`src/rtl/jk_mod_counter_pkg.sv`:
```
// Shared definitions for the JK-cell modulo counter: per-bit JK command
// encoding and the helper that picks a set/clear/hold command for one bit.
package jk_mod_counter_pkg;

    typedef enum logic [1:0] {
        JK_HOLD = 2'b00,
        JK_CLR  = 2'b01,
        JK_SET  = 2'b10,
        JK_TGL  = 2'b11
    } jk_cmd_e;

    // Command that moves one bit from cur to nxt using only set/clear/hold.
    function automatic jk_cmd_e jk_cmd(input logic cur, input logic nxt);
        if (cur == nxt) return JK_HOLD;
        return nxt ? JK_SET : JK_CLR;
    endfunction

endpackage

```
`src/rtl/jk_ff_cell.sv`:
```
// Single posedge JK flip-flop with asynchronous active-low reset.
// q and qbar are separate registers so both are truly registered outputs.
module jk_ff_cell #(
    parameter logic RST_VAL = 1'b0
) (
    input  logic clk,
    input  logic rst_n,
    input  logic j,
    input  logic k,
    output logic q,
    output logic qbar
);

    // JK truth table; qbar is always updated to the complement of the new q
    always_ff @(posedge clk or negedge rst_n) begin
        if (!rst_n) begin
            q    <= RST_VAL;
            qbar <= ~RST_VAL;
        end else begin
            case ({j, k})
                2'b01:   begin q <= 1'b0; qbar <= 1'b1; end
                2'b10:   begin q <= 1'b1; qbar <= 1'b0; end
                2'b11:   begin q <= ~q;   qbar <= q;    end
                default: begin q <= q;    qbar <= qbar; end
            endcase
        end
    end

endmodule

```
`src/rtl/jk_mod_counter.sv`:
```
// Modulo 0..MAX_COUNT up/down counter with parallel load, built from one
// JK cell per bit. Steps toggle along a carry/borrow chain; wrap and load
// drive each bit with set/clear.
// Build option: JK_MOD_COUNTER_SATURATE_EN makes counting hold at the
// terminal value instead of wrapping.
module jk_mod_counter
    import jk_mod_counter_pkg::*;
#(
    parameter int WIDTH     = 4,
    parameter int MAX_COUNT = 9,
    parameter int RESET_VAL = 0
) (
    input  logic             clk,
    input  logic             rst_n,
    input  logic             en,
    input  logic             up,
    input  logic             load,
    input  logic [WIDTH-1:0] load_val,
    output logic [WIDTH-1:0] q,
    output logic [WIDTH-1:0] qbar,
    output logic             tc
);

    localparam logic [WIDTH-1:0] MAX_Q = WIDTH'(MAX_COUNT);
    localparam logic [WIDTH-1:0] RST_Q = WIDTH'(RESET_VAL);

    logic                  at_max;
    logic                  at_zero;
    logic [WIDTH-1:0]      ld_clamped;
    logic [WIDTH-1:0][1:0] cmd;

    assign at_max     = (q == MAX_Q);
    assign at_zero    = (q == '0);
    assign ld_clamped = (load_val > MAX_Q) ? MAX_Q : load_val;
    assign tc         = en & ~load & (up ? at_max : at_zero);

    // Per-bit JK commands: load > count > hold
    always_comb begin
        logic chain;
        cmd   = '0;
        chain = 1'b1;
        if (load) begin
            for (int i = 0; i < WIDTH; i++) cmd[i] = jk_cmd(q[i], ld_clamped[i]);
        end else if (en) begin
            if (up && at_max) begin
`ifdef JK_MOD_COUNTER_SATURATE_EN
                cmd = '0;
`else
                for (int i = 0; i < WIDTH; i++) cmd[i] = jk_cmd(q[i], 1'b0);
`endif
            end else if (!up && at_zero) begin
`ifdef JK_MOD_COUNTER_SATURATE_EN
                cmd = '0;
`else
                for (int i = 0; i < WIDTH; i++) cmd[i] = jk_cmd(q[i], MAX_Q[i]);
`endif
            end else begin
                // bit i toggles when all lower bits are 1 (up) or 0 (down)
                for (int i = 0; i < WIDTH; i++) begin
                    cmd[i] = chain ? JK_TGL : JK_HOLD;
                    chain  = chain & (up ? q[i] : ~q[i]);
                end
            end
        end
    end

    for (genvar g = 0; g < WIDTH; g++) begin : g_bit
        jk_ff_cell #(.RST_VAL(RST_Q[g])) u_cell (
            .clk  (clk),
            .rst_n(rst_n),
            .j    (cmd[g][1]),
            .k    (cmd[g][0]),
            .q    (q[g]),
            .qbar (qbar[g])
        );
    end

endmodule
```
`config.mk`:
```
export PLATFORM = sky130hd
export DESIGN_NAME = jk_mod_counter
export DESIGN_NICKNAME = d
export VERILOG_FILES = /design/src/rtl/jk_mod_counter_pkg.sv /design/src/rtl/jk_ff_cell.sv /design/src/rtl/jk_mod_counter.sv
export SDC_FILE = /design/constraint.sdc
export NUM_CORES = 1
export LEC_CHECK = 0
export BUFFER_PORTS_ARGS = -buffer_cell sky130_fd_sc_hd__buf_2
export CAP_MARGIN = 20
export CORE_AREA = 2 2 39 41
export CTS_BUF_LIST = sky130_fd_sc_hd__clkbuf_16
export DETAILED_ROUTE_END_ITERATION = 8
export DIE_AREA = 0 0 41 43
export HOLD_SLACK_MARGIN = 0.03
export PLACE_DENSITY = 0.74
export SLEW_MARGIN = 5
export SYNTH_ARGS = -nofsm -noshare
export SYNTH_HDL_FRONTEND = slang
export SYNTH_HIERARCHICAL = 1
export SYNTH_SLANG_ARGS = --single-unit
```
`constraint.sdc`:
```
create_clock -name clk -period 2.9 [get_ports clk]
set_input_delay 0 -clock clk [delete_from_list [all_inputs] [get_ports clk]]
set_output_delay 0 -clock clk [all_outputs]
set_load 0.01 [all_outputs]
```
==> impl_metrics.csv <==
group,metric,value,unit
sta,finalHoldViolCount,0,
drt,vias_per_cell,5.42,
cells_and_area,n_fill_cell,134,
cells_and_area,post-route-util,51.2,%
cells_and_area,drive_above_1_share,31.3,%
drt,vias,537,
power_and_ir_drop,vdd_drop_max,0.432,mV
cells_and_area,diodes,0,
floorplanning,core_area,0.00138,mm^2
clock_tree,cts_max_level,1,
floorplanning,num_rows,14,
synthesis,synth-edff-count,0,
drt,drtIter0Drc,8,
clock_tree,ctsResizeCount,0,
power_and_ir_drop,p_int,484,uW
sta,max-slew-margin-rel,76.9,%
clock_tree,cts_max_path_buffers,2,
cells_and_area,final_cells,99,
sta,fmax,579,MHz
synthesis,synth.most_common_cell,"o21ai_0",
synthesis,yosysTopAreaCell,"dfstp_2",
sta,setup_ws,1.17,ns
place,placed_cells,95,
outcome,status,"finished, final reports clean",
floorplanning,die_h,43,um
drt,drc_errors,0,
setup_path,cp_num_buf_inv,1,
clock_tree,cts.sinks,8,
sta,clock_skew,0.00315,ns
drt,wire_per_inst,12.9,um
drt,ant_nets,0,
sta,fin_crit,1.73,ns
clock_tree,cts_tree,"yes",
synthesis,syn_nets,71,
place,gp_congestion,0.723,
setup_path,arrival,1.73,ns
grt,grt_max_degree,13,
setup_path,cp.required,2.90,ns
setup_path,crit_chain,"or3_4 > or3_1 > a21oi_1 > buf_2",
synthesis,synthTopCellsByCount,"8 x o21ai_0, 7 x nand2_1, 7 x nor2_1",
synthesis,netlist_instances,62,
synthesis,yosysUniqueCellTypes,24,
flow_run,cap_violations,0,
sta,final.period_utilization,59.5,%
drt,drt_wl_total,1.28,mm
sta,tns,0,ns
power_and_ir_drop,p_comb_share,34.4,%
setup_path,crit_family,"simple AND/OR/NAND/NOR gates",
grt,antenna_found_initial,0,
drt,firstDrtPassIters,4,
floorplanning,top_level_ports,18,
synthesis,synth.cell_area,518,um^2
setup_path,worst-path-max-fanout,10,
floorplanning,start_util,37.4,%
grt,overflow,0,
place,dp_slack,1.19,ns
synthesis,avgSynthCellArea,8.35,um^2
power_and_ir_drop,p_sw_share,35.3,%
synthesis,synth_area_leaders,"dfstp_2 20%, dfrtp_1 19%, o21ai_0 7.7%, o21a_1 7.2%, nand2_1 5.1%",
synthesis,ys_seq_area_share,39.6,%
clock_tree,clock_latency,0.23,ns
sta,setup_viol,0,
synthesis,synth_flop_cell,"dfstp_2",
power_and_ir_drop,power_switching,265,uW
power_and_ir_drop,power_density,1060,mW/mm^2
setup_path,worst_setup_path_start_kind,"flip-flop",
clock_tree,clock-root-buffer,"clkbuf_16",
worst_hold_path,hp-class,"in2reg",
synthesis,synth-seq-cells,8,
setup_path,slowest_stage,"dfrtp_1",
clock_tree,numCtsBuffers,3,
setup_path,worst_setup_path_end_kind,"output port",
power_and_ir_drop,p_leak,0.000299,uW
power_and_ir_drop,clockPowerShare,30.4,%
power_and_ir_drop,power_frac_seq,35.2,%
place,io_buffer_count,17,
floorplanning,die_w,41,um
synthesis,synth_top_area_share,20.3,%
place,dp_hpwl,997,um
sta,maxSlewViolCount,0,
cells_and_area,layout.nets,94,
grt,first_global_vias,473,
sta,rsz0062_at_grt,"no",
sta,tightestPinTransition,0.343,ns
clock_tree,clkTransAtPathRegs,0.03,ns
setup_path,cp_slowest_stage_delay,0.46,ns
cells_and_area,fin_area,708,um^2
cells_and_area,area_delta_synth_final,36.7,%
synthesis,ys.warnings.count,6,
place,placed_cell_area,623,um^2
setup_path,critPathKind,"reg2out",
floorplanning,dieArea,0.00176,mm^2
grt,track_usage,17.1,%
synthesis,synthArstFlopShare,100,%
grt,grt_first_pass_wirelength,1.97,mm
==> power groups by stage <==
stage	Clock, uW	Combinational (uW)	Sequential (uW)
5_1_grt	236	293	274
4_1_cts	233	259	260
3_5_place_dp	0	257	261
3_3_place_gp	0	251	255
2_1_floorplan	0	139	275
6_report	228	257	263
==> path summary, 6_finish.rpt <==
kind	slack (ns)	to	cells past startpoint	startpoint
worst max-delay path	1.17	tc	4	g_bit[1].u_cell/q
worst min-delay path	0.13	g_bit[1].u_cell/qbar	4	load_val[1]
worst max register to register	1.19	g_bit[0].u_cell/qbar	5	g_bit[1].u_cell/q
worst min register to register	0.50	g_bit[1].u_cell/qbar	2	g_bit[1].u_cell/qbar
min in group asynchronous	0.15	g_bit[3].u_cell/q	2	rst_n
max in group asynchronous	2.52	g_bit[1].u_cell/qbar	2	rst_n
==> area by class of cell <==
type / instances / area (um^2) / share of cell area, %
Clock buffer: 3 / 75.1 / 10.6
Inverter: 2 / 7.51 / 1.06
Multi-Input combinational cell: 52 / 305 / 43.1
Sequential cell: 8 / 205 / 29.0
Tap cell: 16 / 20.0 / 2.83
Timing Repair Buffer: 18 / 95.1 / 13.4
==> through the flow <==
step / power [uW] / hold slack (ns)
after floorplan: 414 / -0.296
after global placement: 506 / -0.158
after detailed placement: 518 / -0.156
after CTS: 752 / 0.127
after global routing: 803 / 0.165
final: 749 / 0.133
==> repair_timing <==
item | 4_1_cts | 5_1_grt
hold endpoints to repair | 8 | 0
setup buffers | 0 | 0
hold buffers | 1 | 0
==> flip-flops by register name, indices dropped and copies added (netlist names) <==
register / flops
g_bit.u_cell/q: 4
g_bit.u_cell/qbar: 4
==> placed cells by master (no fill, tap or decap), types with 3 or more instances in the layout <==
master / count
buf_2: 17
dfrtp_1: 4
o21a_1: 5
o21ai_0: 8
dfstp_2: 4
nor2_1: 7
clkbuf_16: 3
o21ai_1: 4
nand2_1: 7
==> layer usage <==
metal  part of all wire, %  vias up  track usage (%)
met5                     0        -                0
met4                   2.0        0             12.0
met3                   3.0        2             3.14
met2                    52       11             28.4
met1                    43      251             17.8
li1                      -      273                -
==> cells by family after synthesis <==
family          after synthesis  share of synthesized area [%]
compound gates               25                           30.4
xor+xnor                      1                           1.69
buf+inv                       2                           1.45
flops                         8                           39.6
simple gates                 26                           26.8
==> worst reg2reg max path: stages (launching register included) <==
cell and delay (ns):
dfrtp_1 0.46, or3_4 0.42, or3_1 0.33, a32o_1 0.24, nor2_1 0.12, o21ai_1 0.07
Note: power is estimated with default switching activity, not from simulation.
